**config.mk**
```make
export PLATFORM = sky130hd
export DESIGN_NAME = mem_stage
export DESIGN_NICKNAME = d
export VERILOG_FILES = /design/src/rtl/mem_stage_pkg.sv /design/src/rtl/mem_req_timer.sv /design/src/rtl/mem_stage.sv
export SDC_FILE = /design/constraint.sdc
export NUM_CORES = 1
export LEC_CHECK = 0
export CELL_PAD_IN_SITES_DETAIL_PLACEMENT = 0
export CELL_PAD_IN_SITES_GLOBAL_PLACEMENT = 1
export CORE_MARGIN = 1
export CORE_UTILIZATION = 38
export DETAILED_ROUTE_END_ITERATION = 12
export GPL_TIMING_DRIVEN = 0
export MAX_ROUTING_LAYER = met4
export PLACE_DENSITY_LB_ADDON = 0.1
export SKIP_CTS_REPAIR_TIMING = 1
export SLEW_MARGIN = 0
export SYNTH_ARGS = -nofsm -noshare
export SYNTH_HDL_FRONTEND = slang
export SYNTH_SLANG_ARGS = --single-unit
```
**constraint.sdc**
```tcl
create_clock -name clk -period 3.7 [get_ports clk]
set_clock_uncertainty 0.1 [all_clocks]
set_input_delay 0.74 -clock clk [delete_from_list [all_inputs] [get_ports clk]]
set_output_delay 0.74 -clock clk [all_outputs]
set_load 0.1 [all_outputs]
```
**src/rtl/mem_stage_pkg.sv**
```systemverilog
// Shared definitions for the memory stage: state encoding, default
// timeout, writeback field widths and the access-fault rule.
package mem_stage_pkg;

    typedef enum logic [1:0] {
        ST_IDLE = 2'd0,
        ST_REQ  = 2'd1,
        ST_WAIT = 2'd2,
        ST_ERR  = 2'd3
    } state_t;

    localparam int DEFAULT_MAX_WAIT = 16;
    localparam int WB_DATA_W        = 16;
    localparam int WB_REG_W         = 3;

    // A memory op faults when the word address is odd or when it asks to
    // read and write in the same instruction.
    function automatic logic access_fault(input logic addr_lsb,
                                          input logic rd,
                                          input logic wr);
        return addr_lsb | (rd & wr);
    endfunction

endpackage

```
**src/rtl/mem_req_timer.sv**
```systemverilog
// Outstanding-request timer. The count restarts at 1 on the cycle a request
// is issued, advances (saturating) while enabled, and flags expiry on the
// enabled cycle whose increment reaches MAX_WAIT.
module mem_req_timer
    import mem_stage_pkg::*;
#(
    parameter int MAX_WAIT = DEFAULT_MAX_WAIT
) (
    input  logic clk,
    input  logic rst_n,
    input  logic clear,
    input  logic en,
    output logic expired
);

    localparam int CW = (MAX_WAIT < 1) ? 1 : $clog2(MAX_WAIT + 1);
    localparam logic [CW-1:0] CNT_ONE  = CW'(1);
    localparam logic [CW-1:0] CNT_LAST = CW'(MAX_WAIT - 1);
    localparam logic [CW-1:0] CNT_SAT  = {CW{1'b1}};

    logic [CW-1:0] count_r;

    // Count register: restart on clear, saturating increment when enabled.
    always_ff @(posedge clk or negedge rst_n) begin
        if (!rst_n) begin
            count_r <= {CW{1'b0}};
        end else if (clear) begin
            count_r <= CNT_ONE;
        end else if (en && (count_r != CNT_SAT)) begin
            count_r <= count_r + CNT_ONE;
        end else begin
            count_r <= count_r;
        end
    end

    // Expiry look-ahead so the state machine leaves on the reaching edge.
    always_comb begin
        expired = 1'b0;
        if (en && (count_r >= CNT_LAST)) begin
            expired = 1'b1;
        end else begin
            expired = 1'b0;
        end
    end

endmodule

```
**src/rtl/mem_stage.sv**
```systemverilog
// Memory stage: turns execute results into single-word data-memory requests,
// stalls upstream while a request is in flight, and produces the registered
// MEM/WB bundle plus the alu_out_xm forwarding value.
module mem_stage
    import mem_stage_pkg::*;
#(
    parameter int MAX_WAIT = DEFAULT_MAX_WAIT
) (
    input  logic                 clk,
    input  logic                 rst_n,
    input  logic                 ex_valid,
    input  logic [WB_DATA_W-1:0] ex_alu_out,
    input  logic [WB_DATA_W-1:0] ex_wdata,
    input  logic                 ex_mem_read,
    input  logic                 ex_mem_write,
    input  logic                 ex_wb_en,
    input  logic [WB_REG_W-1:0]  ex_wb_reg,
    output logic                 stall_out,
    output logic                 mem_rd,
    output logic                 mem_wr,
    output logic [WB_DATA_W-1:0] mem_addr,
    output logic [WB_DATA_W-1:0] mem_din,
    input  logic [WB_DATA_W-1:0] mem_dout,
    input  logic                 mem_done,
    output logic [WB_DATA_W-1:0] alu_out_xm,
    output logic                 wb_valid,
    output logic [WB_DATA_W-1:0] wb_data,
    output logic                 wb_en,
    output logic [WB_REG_W-1:0]  wb_reg,
    output logic                 err
);

    state_t state_r;
    state_t next_state_s;

    logic accept_s;
    logic is_mem_s;
    logic fault_s;
    logic retire_s;
    logic timer_clear_s;
    logic timer_en_s;
    logic timer_expired_s;

    logic                 stall_r;
    logic                 mem_rd_r;
    logic                 mem_wr_r;
    logic [WB_DATA_W-1:0] req_addr_r;
    logic [WB_DATA_W-1:0] req_data_r;
    logic                 req_read_r;
    logic                 req_wb_en_r;
    logic [WB_REG_W-1:0]  req_wb_reg_r;
    logic [WB_DATA_W-1:0] alu_out_xm_r;
    logic                 wb_valid_r;
    logic [WB_DATA_W-1:0] wb_data_r;
    logic                 wb_en_r;
    logic [WB_REG_W-1:0]  wb_reg_r;
    logic                 err_r;

    assign accept_s = (state_r == ST_IDLE) && ex_valid;
    assign is_mem_s = ex_mem_read || ex_mem_write;
    assign fault_s  = access_fault(ex_alu_out[0], ex_mem_read, ex_mem_write);

    mem_req_timer #(
        .MAX_WAIT (MAX_WAIT)
    ) u_timer (
        .clk     (clk),
        .rst_n   (rst_n),
        .clear   (timer_clear_s),
        .en      (timer_en_s),
        .expired (timer_expired_s)
    );

    // Next-state, retire and timer control decode.
    always_comb begin
        next_state_s  = state_r;
        retire_s      = 1'b0;
        timer_clear_s = 1'b0;
        timer_en_s    = 1'b0;
        case (state_r)
            ST_IDLE: begin
                if (accept_s && is_mem_s) begin
                    if (fault_s) begin
                        next_state_s = ST_ERR;
                    end else begin
                        next_state_s  = ST_REQ;
                        timer_clear_s = 1'b1;
                    end
                end else begin
                    next_state_s = ST_IDLE;
                end
            end
            ST_REQ: begin
                if (mem_done) begin
                    retire_s     = 1'b1;
                    next_state_s = ST_IDLE;
                end else begin
                    next_state_s = ST_WAIT;
                end
            end
            ST_WAIT: begin
                if (mem_done) begin
                    retire_s     = 1'b1;
                    next_state_s = ST_IDLE;
                end else begin
                    timer_en_s = 1'b1;
                    if (timer_expired_s) begin
                        next_state_s = ST_ERR;
                    end else begin
                        next_state_s = ST_WAIT;
                    end
                end
            end
            ST_ERR: begin
                next_state_s = ST_ERR;
            end
            default: begin
                next_state_s = ST_ERR;
            end
        endcase
    end

    // State, stall, request strobes and the sticky error flag.
    always_ff @(posedge clk or negedge rst_n) begin
        if (!rst_n) begin
            state_r  <= ST_IDLE;
            stall_r  <= 1'b0;
            mem_rd_r <= 1'b0;
            mem_wr_r <= 1'b0;
            err_r    <= 1'b0;
        end else begin
            state_r  <= next_state_s;
            stall_r  <= (next_state_s != ST_IDLE);
            mem_rd_r <= (next_state_s == ST_REQ) && ex_mem_read;
            mem_wr_r <= (next_state_s == ST_REQ) && ex_mem_write;
            err_r    <= err_r || (next_state_s == ST_ERR);
        end
    end

    // Request registers, captured only when a clean memory op is accepted.
    always_ff @(posedge clk or negedge rst_n) begin
        if (!rst_n) begin
            req_addr_r   <= {WB_DATA_W{1'b0}};
            req_data_r   <= {WB_DATA_W{1'b0}};
            req_read_r   <= 1'b0;
            req_wb_en_r  <= 1'b0;
            req_wb_reg_r <= {WB_REG_W{1'b0}};
        end else if (timer_clear_s) begin
            req_addr_r   <= ex_alu_out;
            req_data_r   <= ex_wdata;
            req_read_r   <= ex_mem_read;
            req_wb_en_r  <= ex_wb_en;
            req_wb_reg_r <= ex_wb_reg;
        end else begin
            req_addr_r   <= req_addr_r;
            req_data_r   <= req_data_r;
            req_read_r   <= req_read_r;
            req_wb_en_r  <= req_wb_en_r;
            req_wb_reg_r <= req_wb_reg_r;
        end
    end

    // Forwarding value tracks every accepted entry, faulting ones included.
    always_ff @(posedge clk or negedge rst_n) begin
        if (!rst_n) begin
            alu_out_xm_r <= {WB_DATA_W{1'b0}};
        end else if (accept_s) begin
            alu_out_xm_r <= ex_alu_out;
        end else begin
            alu_out_xm_r <= alu_out_xm_r;
        end
    end

    // Writeback bundle: ALU ops retire on acceptance, memory ops on done;
    // payload holds through bubbles.
    always_ff @(posedge clk or negedge rst_n) begin
        if (!rst_n) begin
            wb_valid_r <= 1'b0;
            wb_data_r  <= {WB_DATA_W{1'b0}};
            wb_en_r    <= 1'b0;
            wb_reg_r   <= {WB_REG_W{1'b0}};
        end else if (accept_s && !is_mem_s) begin
            wb_valid_r <= 1'b1;
            wb_data_r  <= ex_alu_out;
            wb_en_r    <= ex_wb_en;
            wb_reg_r   <= ex_wb_reg;
        end else if (retire_s) begin
            wb_valid_r <= 1'b1;
            wb_data_r  <= req_read_r ? mem_dout : req_addr_r;
            wb_en_r    <= req_wb_en_r;
            wb_reg_r   <= req_wb_reg_r;
        end else begin
            wb_valid_r <= 1'b0;
        end
    end

    assign stall_out  = stall_r;
    assign mem_rd     = mem_rd_r;
    assign mem_wr     = mem_wr_r;
    assign mem_addr   = req_addr_r;
    assign mem_din    = req_data_r;
    assign alu_out_xm = alu_out_xm_r;
    assign wb_valid   = wb_valid_r;
    assign wb_data    = wb_data_r;
    assign wb_en      = wb_en_r;
    assign wb_reg     = wb_reg_r;
    assign err        = err_r;

endmodule

```
==> results of run 1 <==
[per-layer routing]
| metal | share of wire [%] | wire length [um] | GRT usage, % |
|---|---|---|---|
| met1 | 45 | 4190 | 24.8 |
| met2 | 47 | 4300 | 29.8 |
| met3 | 6.2 | 569 | 5.20 |
| met4 | 1.7 | 160 | 8.24 |
| met5 | 0 | 0 | - |
[through the flow]
stage	utilization (%)	instances
floorplan	-	287
global placement	54.1	550
detailed placement	54.4	551
CTS	56.5	567
global route	56.5	567
finish	56.5	567
[logic make-up after synthesis]
group / Yosys count / share of synthesized area [%]
AO/OA/AOI/OAI: 35 / 5.37
XOR/XNOR: 3 / 0.692
adder cells (fa/ha/maj): 9 / 2.90
buffers and inverters: 19 / 2.83
flip-flops: 85 / 56.0
multiplexers: 88 / 25.4
AND/OR/NAND/NOR: 48 / 6.72
[area by class of cell]
class	instances	area, um2	share of cell area (%)
sequential	85	2130	38.7
buffer	13	85.1	1.55
inverter	6	22.5	0.409
multi-input combinational	183	1560	28.4
timing repair buffer	131	1330	24.1
clock buffer	13	169	3.07
tap	133	166	3.03
clock inverter	3	42.5	0.773
[synth_stat cells (2+ instances only)]
cell type	count	area [um2]
nor3b_1	2	15.0
ha_1	8	100
inv_1	6	22.5
buf_2	5	25.0
nand2b_1	4	25.0
xnor2_1	3	26.3
buf_6	4	45.0
a21oi_1	4	20.0
nand2_1	25	93.8
dfrtp_1	85	2130
mux2_2	66	743
mux2i_1	20	200
nor2_1	4	15.0
clkbuf_1	2	7.51
buf_1	2	7.51
o21ai_0	21	105
mux2_1	2	22.5
or3_1	3	18.8
a221oi_1	2	17.5
[path summary, 6_finish.rpt]
check / endpoint / cells after the start / startpoint
setup / recovery: mem_addr[7] / 1 / mem_addr[7]
hold / removal: wb_data[1] / 1 / rst_n
setup reg to reg: mem_addr[4] / 6 / state_r[0]
hold reg to reg: err / 1 / err
max in group asynchronous: u_timer.count_r[4] / 2 / rst_n
min in group clk: err / 1 / err
==> summary.md, run 1 <==
| Metric | Value |
|---|---|
| Status | complete, no violations |
| Max-slew violations | 0 |
| Total routed wirelength | 9220 um |
| Cell Chain, Critical Path | clkdlybuf4s50_1 |
| WL/cell | 16.3 um |
| WP data required | 2.86 ns |
| Vias per cell | 4.83 |
| Yosys cell types | 38 |
| Max-Cap Viols | 0 |
| Mapped Area | 0.00380 mm2 |
| Post-DP HPWL | 6510 um |
| Worst Setup Start Kind | register |
| Worst EP arrival | 1.90 ns |
| DR pass1 iterations | 4 |
| Cell count after synthesis | 287 |
| Worst-margin pin slew | 1.01 ns |
| Number of diodes | 0 |
| Final setup margin | 0.959 ns |
| Post-place setup slack | 0.924 ns |
| Clock transition at the registers of the reported paths | 0.09 ns |
| Clock Latency Late Sink | 0.36 ns |
| Fin crit share | 74.1% |
| Port Buffers | 130 |
| Critical path's slowest cell | clkdlybuf4s50_1 |
| Area growth syn-to-layout | 44.9% |
| Die area | 0.0104 mm2 |
| Largest net degree at the start of global routing | 64 |
| Filler Cells Inserted | 879 |
| Critical Path Max Stage Delay | 1.17 ns |
| Number of H-tree levels | 3 |
| WHS | 0.176 ns |
| FFs w/ async S/R, synth | 100% |
| Starting DRC count in detailed routing | 72 |
| Final nets | 495 |
| Share of layout cells above drive strength 1 | 21.7% |
| CTS Root Cell | clkbuf_8 |
| Number of global-route vias before repair | 2,811 |
| Gr ovfl total | 0 |
| Syn_nets | 353 |
| CTS tree | done |
| Synth warn | 0 |
| Die span in y | 102 um |
| Most common cell after layout, fill and taps aside | clkdlybuf4s50_1 |
| Maximum clock frequency | 365 MHz |
| Final period demand of the worst path | 2.74 ns |
| RSZ-0062 raised after global routing | no |
| Row count | 36 |
| Relative slew slack | 32.4% |
| Reg2Reg Setup Slack | 1.53 ns |
| Via Count | 2,738 |
| Core area | 0.00973 mm2 |
| Final Hold Vio Count | 0 |
| Critical path capture point type | output port |
| Most frequent cells in the layout | clkdlybuf4s50_1 (129), dfrtp_1 (85), mux2_2 (66) |
| Maximum clock path buffer count | 2 |
| Routed Antenna Nets | 0 |
| Post-synthesis register bit count | 85 |
| Initial antenna violation count | 0 |
| Boundary Pins | 131 |
| Kind of cell adding the most delay to the critical path | buffers and inverters |
| Chip width | 102 um |
| Hold Crit Class | in2async |
| Avg Cell Area, Syn | 13.2 um2 |
| Final Instance Area | 0.00550 mm2 |
| Overall Global Routing Usage | 19.6% |
| Drt drc | 0 |
| Sequential element share of the synthesized area | 56.0% |
| Endpoints failing setup | 0 |
| Post-Place Cell Area | 0.00529 mm2 |
| Sum of buffers and inverters on the critical path | 1 |
| Initial Utilization | 39.0% |
| Number of enable flip-flop cells after synthesis | 0 |
| First-pass GRT wire length | 14,500 um |
| CP max FO | 3 |
| Setup_tns | 0 ns |
| CTS sink count | 85 |
| Primary FF master, synth | dfrtp_1 |
| Routability cong. | 0.719 |
| CP Class | reg2out |
| Cts bufs inserted | 9 |
Power of run 1 is left out: the tool's default activity adds up to more than one toggle a clock period on the data nets, which glitch-free logic cannot reach.
==> run 2, diff against run 1 <==
--- a/config.mk
+++ b/config.mk
@@ -8,7 +8,7 @@
 export CELL_PAD_IN_SITES_DETAIL_PLACEMENT = 0
 export CELL_PAD_IN_SITES_GLOBAL_PLACEMENT = 1
 export CORE_MARGIN = 1
-export CORE_UTILIZATION = 38
+export CORE_UTILIZATION = 35
 export DETAILED_ROUTE_END_ITERATION = 12
 export GPL_TIMING_DRIVEN = 0
 export MAX_ROUTING_LAYER = met4
==> constraint.sdc (replaced) <==
create_clock -name clk -period 2.9 [get_ports clk]
set_clock_uncertainty 0.1 [all_clocks]
set_input_delay 0.58 -clock clk [delete_from_list [all_inputs] [get_ports clk]]
set_output_delay 0.58 -clock clk [all_outputs]
set_load 0.1 [all_outputs]
==> run 2 against run 1 <==
Worst setup slack worse by 0.65 ns. Non-clock buffer count is the same. Worst hold slack got worse by 0.073 ns. First-iteration DRC count grew 24%. Via count fell by 0.47%. Highest routed layer unchanged. Core utilization shrank 4.0 points. Die area up 8.4%. Global-route usage down 1.1 points. Sequential share of layout area is 0.18 points higher.
==> summary.md, run 2 (synthesized netlist as in run 1, its figures left out) <==
| Metric | Value |
|---|---|
| Worst Setup Start Kind | register |
| Total routed wirelength | 9510 um (+3.1%) |
| Sum of buffers and inverters on the critical path | 1 (unchanged) |
| Post-place setup slack | 0.311 ns (-0.612 ns) |
| Kind of cell adding the most delay to the critical path | buffers and inverters |
| CP Class | reg2out |
| Drt drc | 0 (unchanged) |
| Starting DRC count in detailed routing | 89 (+24%) |
| Critical Path Max Stage Delay | 1.17 ns (about the same) |
| Final Hold Vio Count | 0 (unchanged) |
| Die area | 0.0113 mm2 (+8.4%) |
| First-pass GRT wire length | 15,400 um (+6.2%) |
| Routability cong. | 0.721 (+0.32%) |
| CTS Root Cell | clkbuf_8 |
| Most common cell after layout, fill and taps aside | clkdlybuf4s50_1 |
| Critical path's slowest cell | clkdlybuf4s50_1 |
| Share of layout cells above drive strength 1 | 21.9% (+0.23 points) |
| WP data required | 2.22 ns (-0.64 ns) |
| Area growth syn-to-layout | 44.2% |
| Initial antenna violation count | 0 (unchanged) |
| Number of diodes | 0 (unchanged) |
| Clock Latency Late Sink | 0.35 ns (about the same) |
| Die span in y | 106 um (+4.1%) |
| Worst EP arrival | 1.91 ns (about the same) |
| Worst-margin pin slew | 1.01 ns (+0.00214 ns) |
| Maximum clock path buffer count | 2 (unchanged) |
| Port Buffers | 130 (unchanged) |
| Max-Cap Viols | 0 (unchanged) |
| Critical path capture point type | output port |
| Post-Place Cell Area | 0.00529 mm2 (about the same) |
| Core area | 0.0104 mm2 (+7.1%) |
| Clock transition at the registers of the reported paths | 0.09 ns (about the same) |
| Initial Utilization | 36.4% (-2.6 points) |
| Maximum clock frequency | 386 MHz |
| DR pass1 iterations | 4 (unchanged) |
| Overall Global Routing Usage | 18.5% (-1.1 points) |
| Routed Antenna Nets | 0 (unchanged) |
| WHS | 0.102 ns (-0.0735 ns) |
| Boundary Pins | 131 (unchanged) |
| CTS tree | done |
| Fin crit share | 89.3% |
| Chip width | 106 um (+4.1%) |
| Gr ovfl total | 0 (unchanged) |
| CP max FO | 3 (unchanged) |
| Most frequent cells in the layout | clkdlybuf4s50_1 (129), dfrtp_1 (85), mux2_2 (66) |
| Number of global-route vias before repair | 2,907 (+3.4%) |
| Reg2Reg Launch Point | state_r[1] |
| Number of H-tree levels | 3 (unchanged) |
| Largest net degree at the start of global routing | 48 (-25%) |
| Final period demand of the worst path | 2.59 ns |
| Via Count | 2,725 (-0.47%) |
| Final nets | 495 (unchanged) |
| Max-slew violations | 0 (unchanged) |
| Final setup margin | 0.310 ns (-0.649 ns) |
| Endpoints failing setup | 0 (unchanged) |
| Cell Chain, Critical Path | clkdlybuf4s50_1 |
| Status | complete, no violations |
| RSZ-0062 raised after global routing | no |
| Post-DP HPWL | 6680 um (+2.5%) |
| Final Instance Area | 0.00548 mm2 (-0.46%) |
| Relative slew slack | 32.3% (-0.14 points) |
| CTS sink count | 85 (unchanged) |
| Cts bufs inserted | 9 (unchanged) |
| WL/cell | 16.7 um (+2.6%) |
| Worst Setup SP | mem_addr[7] |
| Hold Crit Class | in2async |
| Vias per cell | 4.78 (-1.0%) |
| Row count | 37 (+2.8%) |
[run 2: cell count changes in the layout (fill, tap and decap cells not counted)]
cell        previous run  this run
bufinv_16              1         0
clkbuf_1               3         2
clkbuf_8              12        10
clkinvlp_4             1         3
inv_6                  0         2
[run 2: path summary, 6_finish.rpt]
check                                endpoint  slack (ns)  cells after the start
worst max-delay path              mem_addr[7]        0.31                      1
worst min-delay path            alu_out_xm[4]        0.10                      1
worst max register to register    mem_addr[2]        0.72                      6
worst min register to register            err        0.39                      1
max in group asynchronous          req_read_r        1.98                      2
min in group clk                          err        0.39                      1
[run 2: worst register-to-register path, cell delays in order (launching register included)]
cell,delay (ns)
dfrtp_1,0.41
inv_1,0.11
ha_1,0.23
nand2_2,0.19
nor3_4,0.43
buf_6,0.24
mux2_2,0.35
[run 2: cell type report]
class                           count  area [um2]
Fill cell                         940        4940
Sequential cell                    85        2130
Multi-Input combinational cell    183        1560
Timing Repair Buffer              131        1330
Tap cell                          136         170
Clock buffer                       10         138
Buffer                             13        85.1
Clock inverter                      6        45.0
Inverter                            6        22.5
[run 2: layer usage]
layer	share of wire (%)	up-vias	track usage [%]	wire (um)
li1	-	1302	-	-
met5	0	-	-	0
met4	1.0	0	4.27	95
met1	46	1335	24.0	4400
met2	47	81	28.5	4500
met3	5.4	7	5.46	512
[run 2: metrics by stage]
step                TNS [ns]  std cells  util (%)
finish                     0        570      52.6
global route               0        570      52.6
CTS                        0        570      52.6
detailed placement         0        554      50.8
global placement     -186.24        553      50.6
floorplan                  0        287         -
Power of run 2 is left out for the same reason.
